## config.mk

```make
export PLATFORM = sky130hd
export DESIGN_NAME = nav_button_cond_flat
export DESIGN_NICKNAME = d
export VERILOG_FILES = /design/src/rtl/nav_button_cond_if.sv /design/src/rtl/nav_button_cond.sv /design/src/flat_wrapper.sv
export SDC_FILE = /design/constraint.sdc
export NUM_CORES = 1
export LEC_CHECK = 0
export ABC_AREA = 1
export ABC_CLOCK_PERIOD_IN_PS = 2400
export CORE_MARGIN = 4
export CORE_UTILIZATION = 41
export CTS_CLUSTER_SIZE = 40
export DETAILED_ROUTE_END_ITERATION = 8
export PLACE_DENSITY = 0.55
export REMOVE_ABC_BUFFERS = 1
export SYNTH_ARGS = -nofsm -noshare
export SYNTH_HDL_FRONTEND = slang
export SYNTH_SLANG_ARGS = --single-unit
```

## constraint.sdc

```tcl
create_clock -name clk -period 2.4 [get_ports clk]
set_clock_uncertainty 0.15 [all_clocks]
set_input_delay 0.24 -clock clk [delete_from_list [all_inputs] [get_ports clk]]
set_output_delay 0.24 -clock clk [all_outputs]
set_load 0.01 [all_outputs]
```

## src/rtl/nav_button_cond_if.sv

```systemverilog
// ---------------------------------------------------------------------------
// nav_button_cond_if
//   Signal bundle between the board-side navigation buttons and the button
//   conditioner.
//
//   btn_left_raw   raw left button pin (asynchronous, active-high)
//   btn_right_raw  raw right button pin (asynchronous, active-high)
//   left           one-cycle pulse, accepted left press
//   right          one-cycle pulse, accepted right press
//   left_held      debounced left level
//   right_held     debounced right level
//
//   master : drives the raw pins and observes the conditioned outputs
//   slave  : the conditioner itself
// ---------------------------------------------------------------------------
interface nav_button_cond_if;
    logic btn_left_raw;
    logic btn_right_raw;
    logic left;
    logic right;
    logic left_held;
    logic right_held;

    modport master (
        output btn_left_raw,
        output btn_right_raw,
        input  left,
        input  right,
        input  left_held,
        input  right_held
    );

    modport slave (
        input  btn_left_raw,
        input  btn_right_raw,
        output left,
        output right,
        output left_held,
        output right_held
    );
endinterface

```

## src/rtl/nav_button_cond.sv

```systemverilog
// ---------------------------------------------------------------------------
// nav_button_cond
//   Conditions the two raw navigation push-buttons for the menu selector.
//   Each button passes through a 2-FF synchroniser, a debounce counter and a
//   per-button press FSM that emits a registered one-cycle pulse when a press
//   is accepted. If both buttons would pulse on the same edge, both pulses
//   are dropped so the menu never sees left and right together.
//
//   Optional feature macro: AUTO_REPEAT_EN
//     defined   : a held button produces extra pulses, the first after
//                 REPEAT_DELAY cycles in HELD, then one every REPEAT_PERIOD.
//     undefined : exactly one pulse per accepted press; no repeat logic.
//
// Parameters
//   DEBOUNCE_CYCLES  consecutive stable cycles to accept a level change (>= 2)
//   REPEAT_DELAY     HELD cycles before the first auto-repeat pulse
//   REPEAT_PERIOD    cycles between subsequent auto-repeat pulses
//
// Ports
//   clk   system clock
//   rst   asynchronous, active-high reset
//   nav   slave side of nav_button_cond_if (raw pins in, pulses/levels out)
// ---------------------------------------------------------------------------
module nav_button_cond #(
    parameter int DEBOUNCE_CYCLES = 1_000_000,
    parameter int REPEAT_DELAY    = 50_000_000,
    parameter int REPEAT_PERIOD   = 20_000_000
) (
    input  logic              clk,
    input  logic              rst,
    nav_button_cond_if.slave  nav
);

    // Debounce counter sizing; DEBOUNCE_CYCLES-1 is the terminal count.
    localparam int            CW       = $clog2(DEBOUNCE_CYCLES);
    localparam logic [CW-1:0] CNT_LAST = CW'(DEBOUNCE_CYCLES - 1);
    localparam logic [CW-1:0] CNT_ZERO = {CW{1'b0}};
    localparam logic [CW-1:0] CNT_ONE  = CW'(1);

    // Per-button press FSM encoding.
    localparam logic [1:0] ST_RELEASED     = 2'd0;
    localparam logic [1:0] ST_PRESS_WAIT   = 2'd1;
    localparam logic [1:0] ST_HELD         = 2'd2;
    localparam logic [1:0] ST_RELEASE_WAIT = 2'd3;

`ifdef AUTO_REPEAT_EN
    // Repeat counter sizing; must hold the larger of the two terminal counts.
    localparam int            REP_MAX     = (REPEAT_DELAY > REPEAT_PERIOD) ? REPEAT_DELAY : REPEAT_PERIOD;
    localparam int            RW          = (REP_MAX > 2) ? $clog2(REP_MAX) : 1;
    localparam logic [RW-1:0] REP_ZERO    = {RW{1'b0}};
    localparam logic [RW-1:0] REP_ONE     = RW'(1);
    localparam logic [RW-1:0] REP_DLY_END = RW'(REPEAT_DELAY - 1);
    localparam logic [RW-1:0] REP_PER_END = RW'(REPEAT_PERIOD - 1);
`endif

    // Reject parameter values the counters cannot represent.
    if ((DEBOUNCE_CYCLES < 2) || (REPEAT_DELAY < 1) || (REPEAT_PERIOD < 1)) begin : g_bad_params
        $error("nav_button_cond: DEBOUNCE_CYCLES must be >= 2 and REPEAT_* >= 1");
    end

    // Bit 0 is the left button, bit 1 is the right button throughout.
    logic [1:0] raw_s;
    logic [1:0] sync1_r;
    logic [1:0] sync2_r;
    logic [1:0] press_s;
    logic [1:0] held_s;
    logic       left_r;
    logic       right_r;

    assign raw_s = {nav.btn_right_raw, nav.btn_left_raw};

    // Two-stage synchroniser for the asynchronous button pins.
    always_ff @(posedge clk or posedge rst) begin
        if (rst) begin
            sync1_r <= 2'b00;
            sync2_r <= 2'b00;
        end else begin
            sync1_r <= raw_s;
            sync2_r <= sync1_r;
        end
    end

    for (genvar i = 0; i < 2; i++) begin : g_btn
        logic [1:0]    state_r;
        logic [1:0]    state_nxt_s;
        logic [CW-1:0] cnt_r;
        logic [CW-1:0] cnt_nxt_s;
        logic          held_r;
        logic          held_nxt_s;
        logic          differ_s;
        logic          done_s;
        logic          accept_s;
        logic          rep_fire_s;

        // Debounce: count consecutive cycles where the synchronised level
        // disagrees with the accepted level; any agreement restarts the count.
        always_comb begin
            differ_s   = sync2_r[i] ^ held_r;
            done_s     = 1'b0;
            cnt_nxt_s  = CNT_ZERO;
            held_nxt_s = held_r;
            if (!differ_s) begin
                cnt_nxt_s  = CNT_ZERO;
                held_nxt_s = held_r;
            end else if (cnt_r == CNT_LAST) begin
                done_s     = 1'b1;
                cnt_nxt_s  = CNT_ZERO;
                held_nxt_s = sync2_r[i];
            end else begin
                cnt_nxt_s  = cnt_r + CNT_ONE;
                held_nxt_s = held_r;
            end
        end

        // Press FSM: the WAIT states mirror the debounce counter running;
        // accept_s marks the single PRESS_WAIT -> HELD transition.
        always_comb begin
            state_nxt_s = state_r;
            accept_s    = 1'b0;
            case (state_r)
                ST_RELEASED: begin
                    if (sync2_r[i]) begin
                        state_nxt_s = ST_PRESS_WAIT;
                    end else begin
                        state_nxt_s = ST_RELEASED;
                    end
                end
                ST_PRESS_WAIT: begin
                    if (!sync2_r[i]) begin
                        state_nxt_s = ST_RELEASED;
                    end else if (done_s) begin
                        state_nxt_s = ST_HELD;
                        accept_s    = 1'b1;
                    end else begin
                        state_nxt_s = ST_PRESS_WAIT;
                    end
                end
                ST_HELD: begin
                    if (!sync2_r[i]) begin
                        state_nxt_s = ST_RELEASE_WAIT;
                    end else begin
                        state_nxt_s = ST_HELD;
                    end
                end
                ST_RELEASE_WAIT: begin
                    if (sync2_r[i]) begin
                        state_nxt_s = ST_HELD;
                    end else if (done_s) begin
                        state_nxt_s = ST_RELEASED;
                    end else begin
                        state_nxt_s = ST_RELEASE_WAIT;
                    end
                end
                default: begin
                    state_nxt_s = ST_RELEASED;
                end
            endcase
        end

        // FSM state, debounce counter and accepted level.
        always_ff @(posedge clk or posedge rst) begin
            if (rst) begin
                state_r <= ST_RELEASED;
                cnt_r   <= CNT_ZERO;
                held_r  <= 1'b0;
            end else begin
                state_r <= state_nxt_s;
                cnt_r   <= cnt_nxt_s;
                held_r  <= held_nxt_s;
            end
        end

`ifdef AUTO_REPEAT_EN
        logic [RW-1:0] rep_cnt_r;
        logic          rep_armed_r;

        // Repeat strobe: only while HELD with the pin still high, so no
        // repeat slips out once the release has reached the synchroniser.
        always_comb begin
            rep_fire_s = 1'b0;
            if ((state_r == ST_HELD) && sync2_r[i]) begin
                if (rep_armed_r) begin
                    rep_fire_s = (rep_cnt_r == REP_PER_END);
                end else begin
                    rep_fire_s = (rep_cnt_r == REP_DLY_END);
                end
            end else begin
                rep_fire_s = 1'b0;
            end
        end

        // Repeat counter: cleared outside HELD so every entry to HELD
        // restarts the initial delay; after the first repeat it is armed
        // and counts the shorter period.
        always_ff @(posedge clk or posedge rst) begin
            if (rst) begin
                rep_cnt_r   <= REP_ZERO;
                rep_armed_r <= 1'b0;
            end else if (state_r != ST_HELD) begin
                rep_cnt_r   <= REP_ZERO;
                rep_armed_r <= 1'b0;
            end else if (rep_fire_s) begin
                rep_cnt_r   <= REP_ZERO;
                rep_armed_r <= 1'b1;
            end else begin
                rep_cnt_r   <= rep_cnt_r + REP_ONE;
                rep_armed_r <= rep_armed_r;
            end
        end
`else
        assign rep_fire_s = 1'b0;
`endif

        assign press_s[i] = accept_s | rep_fire_s;
        assign held_s[i]  = held_r;
    end

    // Output pulses: a coincident left/right request cancels both.
    always_ff @(posedge clk or posedge rst) begin
        if (rst) begin
            left_r  <= 1'b0;
            right_r <= 1'b0;
        end else begin
            left_r  <= press_s[0] & ~press_s[1];
            right_r <= press_s[1] & ~press_s[0];
        end
    end

    assign nav.left       = left_r;
    assign nav.right      = right_r;
    assign nav.left_held  = held_s[0];
    assign nav.right_held = held_s[1];

endmodule

```

## src/flat_wrapper.sv

```systemverilog
// flat-port wrapper written by rule: the top's interface ports become plain ports
module nav_button_cond_flat 
#(
    parameter int DEBOUNCE_CYCLES = 1_000_000,
    parameter int REPEAT_DELAY    = 50_000_000,
    parameter int REPEAT_PERIOD   = 20_000_000
)
  (clk, rst, nav_btn_left_raw, nav_btn_right_raw, nav_left, nav_right, nav_left_held, nav_right_held);
  nav_button_cond_if nav_i ();
  input  logic clk;
  input  logic rst;
  input wire logic [$bits(nav_i.btn_left_raw)-1:0] nav_btn_left_raw;
  input wire logic [$bits(nav_i.btn_right_raw)-1:0] nav_btn_right_raw;
  output wire logic [$bits(nav_i.left)-1:0] nav_left;
  output wire logic [$bits(nav_i.right)-1:0] nav_right;
  output wire logic [$bits(nav_i.left_held)-1:0] nav_left_held;
  output wire logic [$bits(nav_i.right_held)-1:0] nav_right_held;
  assign nav_i.btn_left_raw = nav_btn_left_raw;
  assign nav_i.btn_right_raw = nav_btn_right_raw;
  assign nav_left = nav_i.left;
  assign nav_right = nav_i.right;
  assign nav_left_held = nav_i.left_held;
  assign nav_right_held = nav_i.right_held;
  nav_button_cond #(.DEBOUNCE_CYCLES(DEBOUNCE_CYCLES), .REPEAT_DELAY(REPEAT_DELAY), .REPEAT_PERIOD(REPEAT_PERIOD)) u_core (.clk(clk), .rst(rst), .nav(nav_i));
endmodule
```

==> results.cfg <==
[cells_and_area]
antenna_cells = 0
stdcell_count = 436
syn_to_final_growth_pct = 11.2
final_layout_size_suffix_gt1_share_pct = 13.6
fillCellCount = 635
final_cell_area_um2 = 3080
final_nets = 364

[grt]
overflow = 0
grt_pass1_vias = 2111
grt_max_degree = 34
grt_pass1_wl_um = 9710
antenna_found_initial = 0
track_usage_pct = 14.4

[setup_path]
crit_slowest_cell = clkdlybuf4s50_1
crit_type = flop to output pin
path_max_fanout = 4
critPathMaxStageDelay_ps = 570
critPathRequiredTime_ps = 2010
crit_cells = 1
rrSetupSlack_ps = 700
critPathTopFamily = buffers and inverters
worst-path-buf-inv = 1
start_kind = flop
crit_arrival_ps = 1330
end_kind = output pin
r2r-start = u_core.g_btn[1].cnt_r[0]
r2r_cells = 8
path_cells = clkdlybuf4s50_1
r2r-end = u_core.g_btn[1].cnt_r[18]

[run]
cap_violations = 0

[clocking]
cts_resized = 0
clock_latency_ps = 310
cts_buffer_depth = 2
cts_hold_buf = 0
cts-root-buf = clkbuf_8
cts_setup_buffers = 0
htree_levels = 2
numCtsBuffers = 5
clock_sinks = 52
clk_pin_slew_ps = 110
tritoncts = done

[floorplan]
die_h_um = 90.2
fp.dieW_um = 90.2
die-area_um2 = 8140
num_rows = 29
start_util_pct = 42.9
core-area_um2 = 6460
io_pins = 8

[synth]
syn-cell-area_um2 = 2770
synth-main-ff-cell = dfrtp_1
synthTopCellsByArea = dfrtp_1 (47%), nor2_1 (10%), nand2_1 (8.7%)
synth_top_area_share_pct = 47.0
yosys.area.top_type = dfrtp_1
ys_seq_area_share_pct = 47.0
avgSynthCellArea_um2 = 8.10
synth.most_common_cell = nor2_1
ys_ff_latch = 52
synthArstFlopShare_pct = 100
synth_cell_type_count = 28
synth_edf_count = 0
ys_top_cells_by_count = nor2_1 (77), nand2_1 (64), dfrtp_1 (52)
yosys_warnings = 0
syn-instance-count = 342

[route]
first_pass_iters = 4
vias = 2094
totalWireLength_um = 5370
vias_per_cell = 4.80
drtIter0Drc = 71
final_antenna_net_count = 0
wire_per_inst_um = 12.3
drc = 0

[timing]
period_needed_ps = 1720
final.setup.tns_ps = 0
max_freq_mhz = 582
drv_slew = 0
period_share_pct = 71.6
worst_slew_pin_slew_ps = 503
hold_violations = 0
final-setup-viol-count = 0
setup_ws_ps = 681
max_slew_margin_pct = 66.3
rsz0062_at_grt = no

[placed_design]
port_buffers = 7
place_hpwl_um = 4060
dp.cells = 428
place_congestion = 0.868
place_ws_ps = 697
placed_cell_area_um2 = 2960

[pwr]
p_leak_uw = 0.00133
vdd_drop_max_mv = 0.262
power.density_nw_per_um2 = 517

[status]
status = completed

[min_path]
hold_path.class = input pin to async pin
-- final cells by class --
cell class | count | area (um^2) | area share (%)
clock buffers | 5 | 68.8 | 2.23
clock inverters | 3 | 47.5 | 1.54
inverters | 42 | 158 | 5.12
multi-input cells | 248 | 1310 | 42.6
flip-flops and latches | 52 | 1300 | 42.2
well taps | 77 | 96.3 | 3.13
repair buffers | 9 | 97.6 | 3.17
-- how the worst max path moves through the flow --
stage	endpoint	from	slack [ps]
after floorplan	u_core.g_btn[0].cnt_r[0]	rst	750
after global placement	u_core.g_btn[1].cnt_r[18]	u_core.g_btn[1].cnt_r[0]	730
after detailed placement	u_core.g_btn[1].cnt_r[18]	u_core.g_btn[1].cnt_r[0]	700
after CTS	nav_right_held	u_core.nav.right_held	670
after global routing	u_core.g_btn[1].cnt_r[19]	u_core.g_btn[1].cnt_r[0]	560
final	nav_right_held	u_core.nav.right_held	680
-- flip-flops by register name, indices dropped and copies added, names as in the netlist --
name and cells:
u_core.nav.left 1, u_core.g_btn.state_r 4, u_core.nav.right 1, u_core.nav.left_held 1
u_core.g_btn.cnt_r 40, u_core.sync2_r 2, u_core.nav.right_held 1, u_core.sync1_r 2
-- cell families (layout without fill, tap and decap cells) --
family | count (synthesis) | count (layout) | share of synthesized area, %
adder cells (fa/ha/maj) | 2 | 2 | 0.903
buffers and inverters | 42 | 59 | 5.69
flip-flops | 52 | 52 | 47.0
AO/OA/AOI/OAI | 14 | 14 | 2.71
XOR/XNOR | 19 | 19 | 6.55
AND/OR/NAND/NOR | 213 | 213 | 37.2
-- power breakdown --
part | leakage, uW | internal [uW] | switching (uW)
logic | 0.000568 | 22.4 | 44.5
clock network | 0.0000583 | 315 | 311
registers | 0.000708 | 889 | 10.4
total | 0.00133 | 1230 | 366
-- stage by stage --
stage / power [uW] / utilization [%] / hold WS [ps]
after floorplan: 959 / - / 121
after detailed placement: 986 / 45.9 / 189
after CTS: 1610 / 47.7 / 107
after global routing: 1660 / 47.7 / 120
final: 1590 / 47.7 / 96.5
after global placement: 986 / 45.9 / 182
-- routing by layer --
layer	vias up	wire (um)	GRT usage, %
met4	0	45	3.06
met1	970	2670	19.9
met5	-	0	0
met2	16	2520	23.4
li1	1104	-	-
met3	4	133	3.01
-- layout by cell type (no fill, tap or decap), types with 2 or more instances in the layout --
master           count
ha_1                 2
nand2_1             64
xor2_1              15
nor3_2               3
nor2_1              77
nand3_2              5
nor2_2               8
inv_2                6
a21oi_1              7
nand3_1             14
dfrtp_1             52
clkbuf_8             5
clkinv_4             2
nand4_1              9
nor3_1              13
xnor2_2              2
clkdlybuf4s50_1      7
nor3b_1              2
nand2_2              6
xnor2_1              2
a31oi_1              2
o21ai_0              3
nor2_4               7
inv_1               36
(Power assumes the default switching activity.)
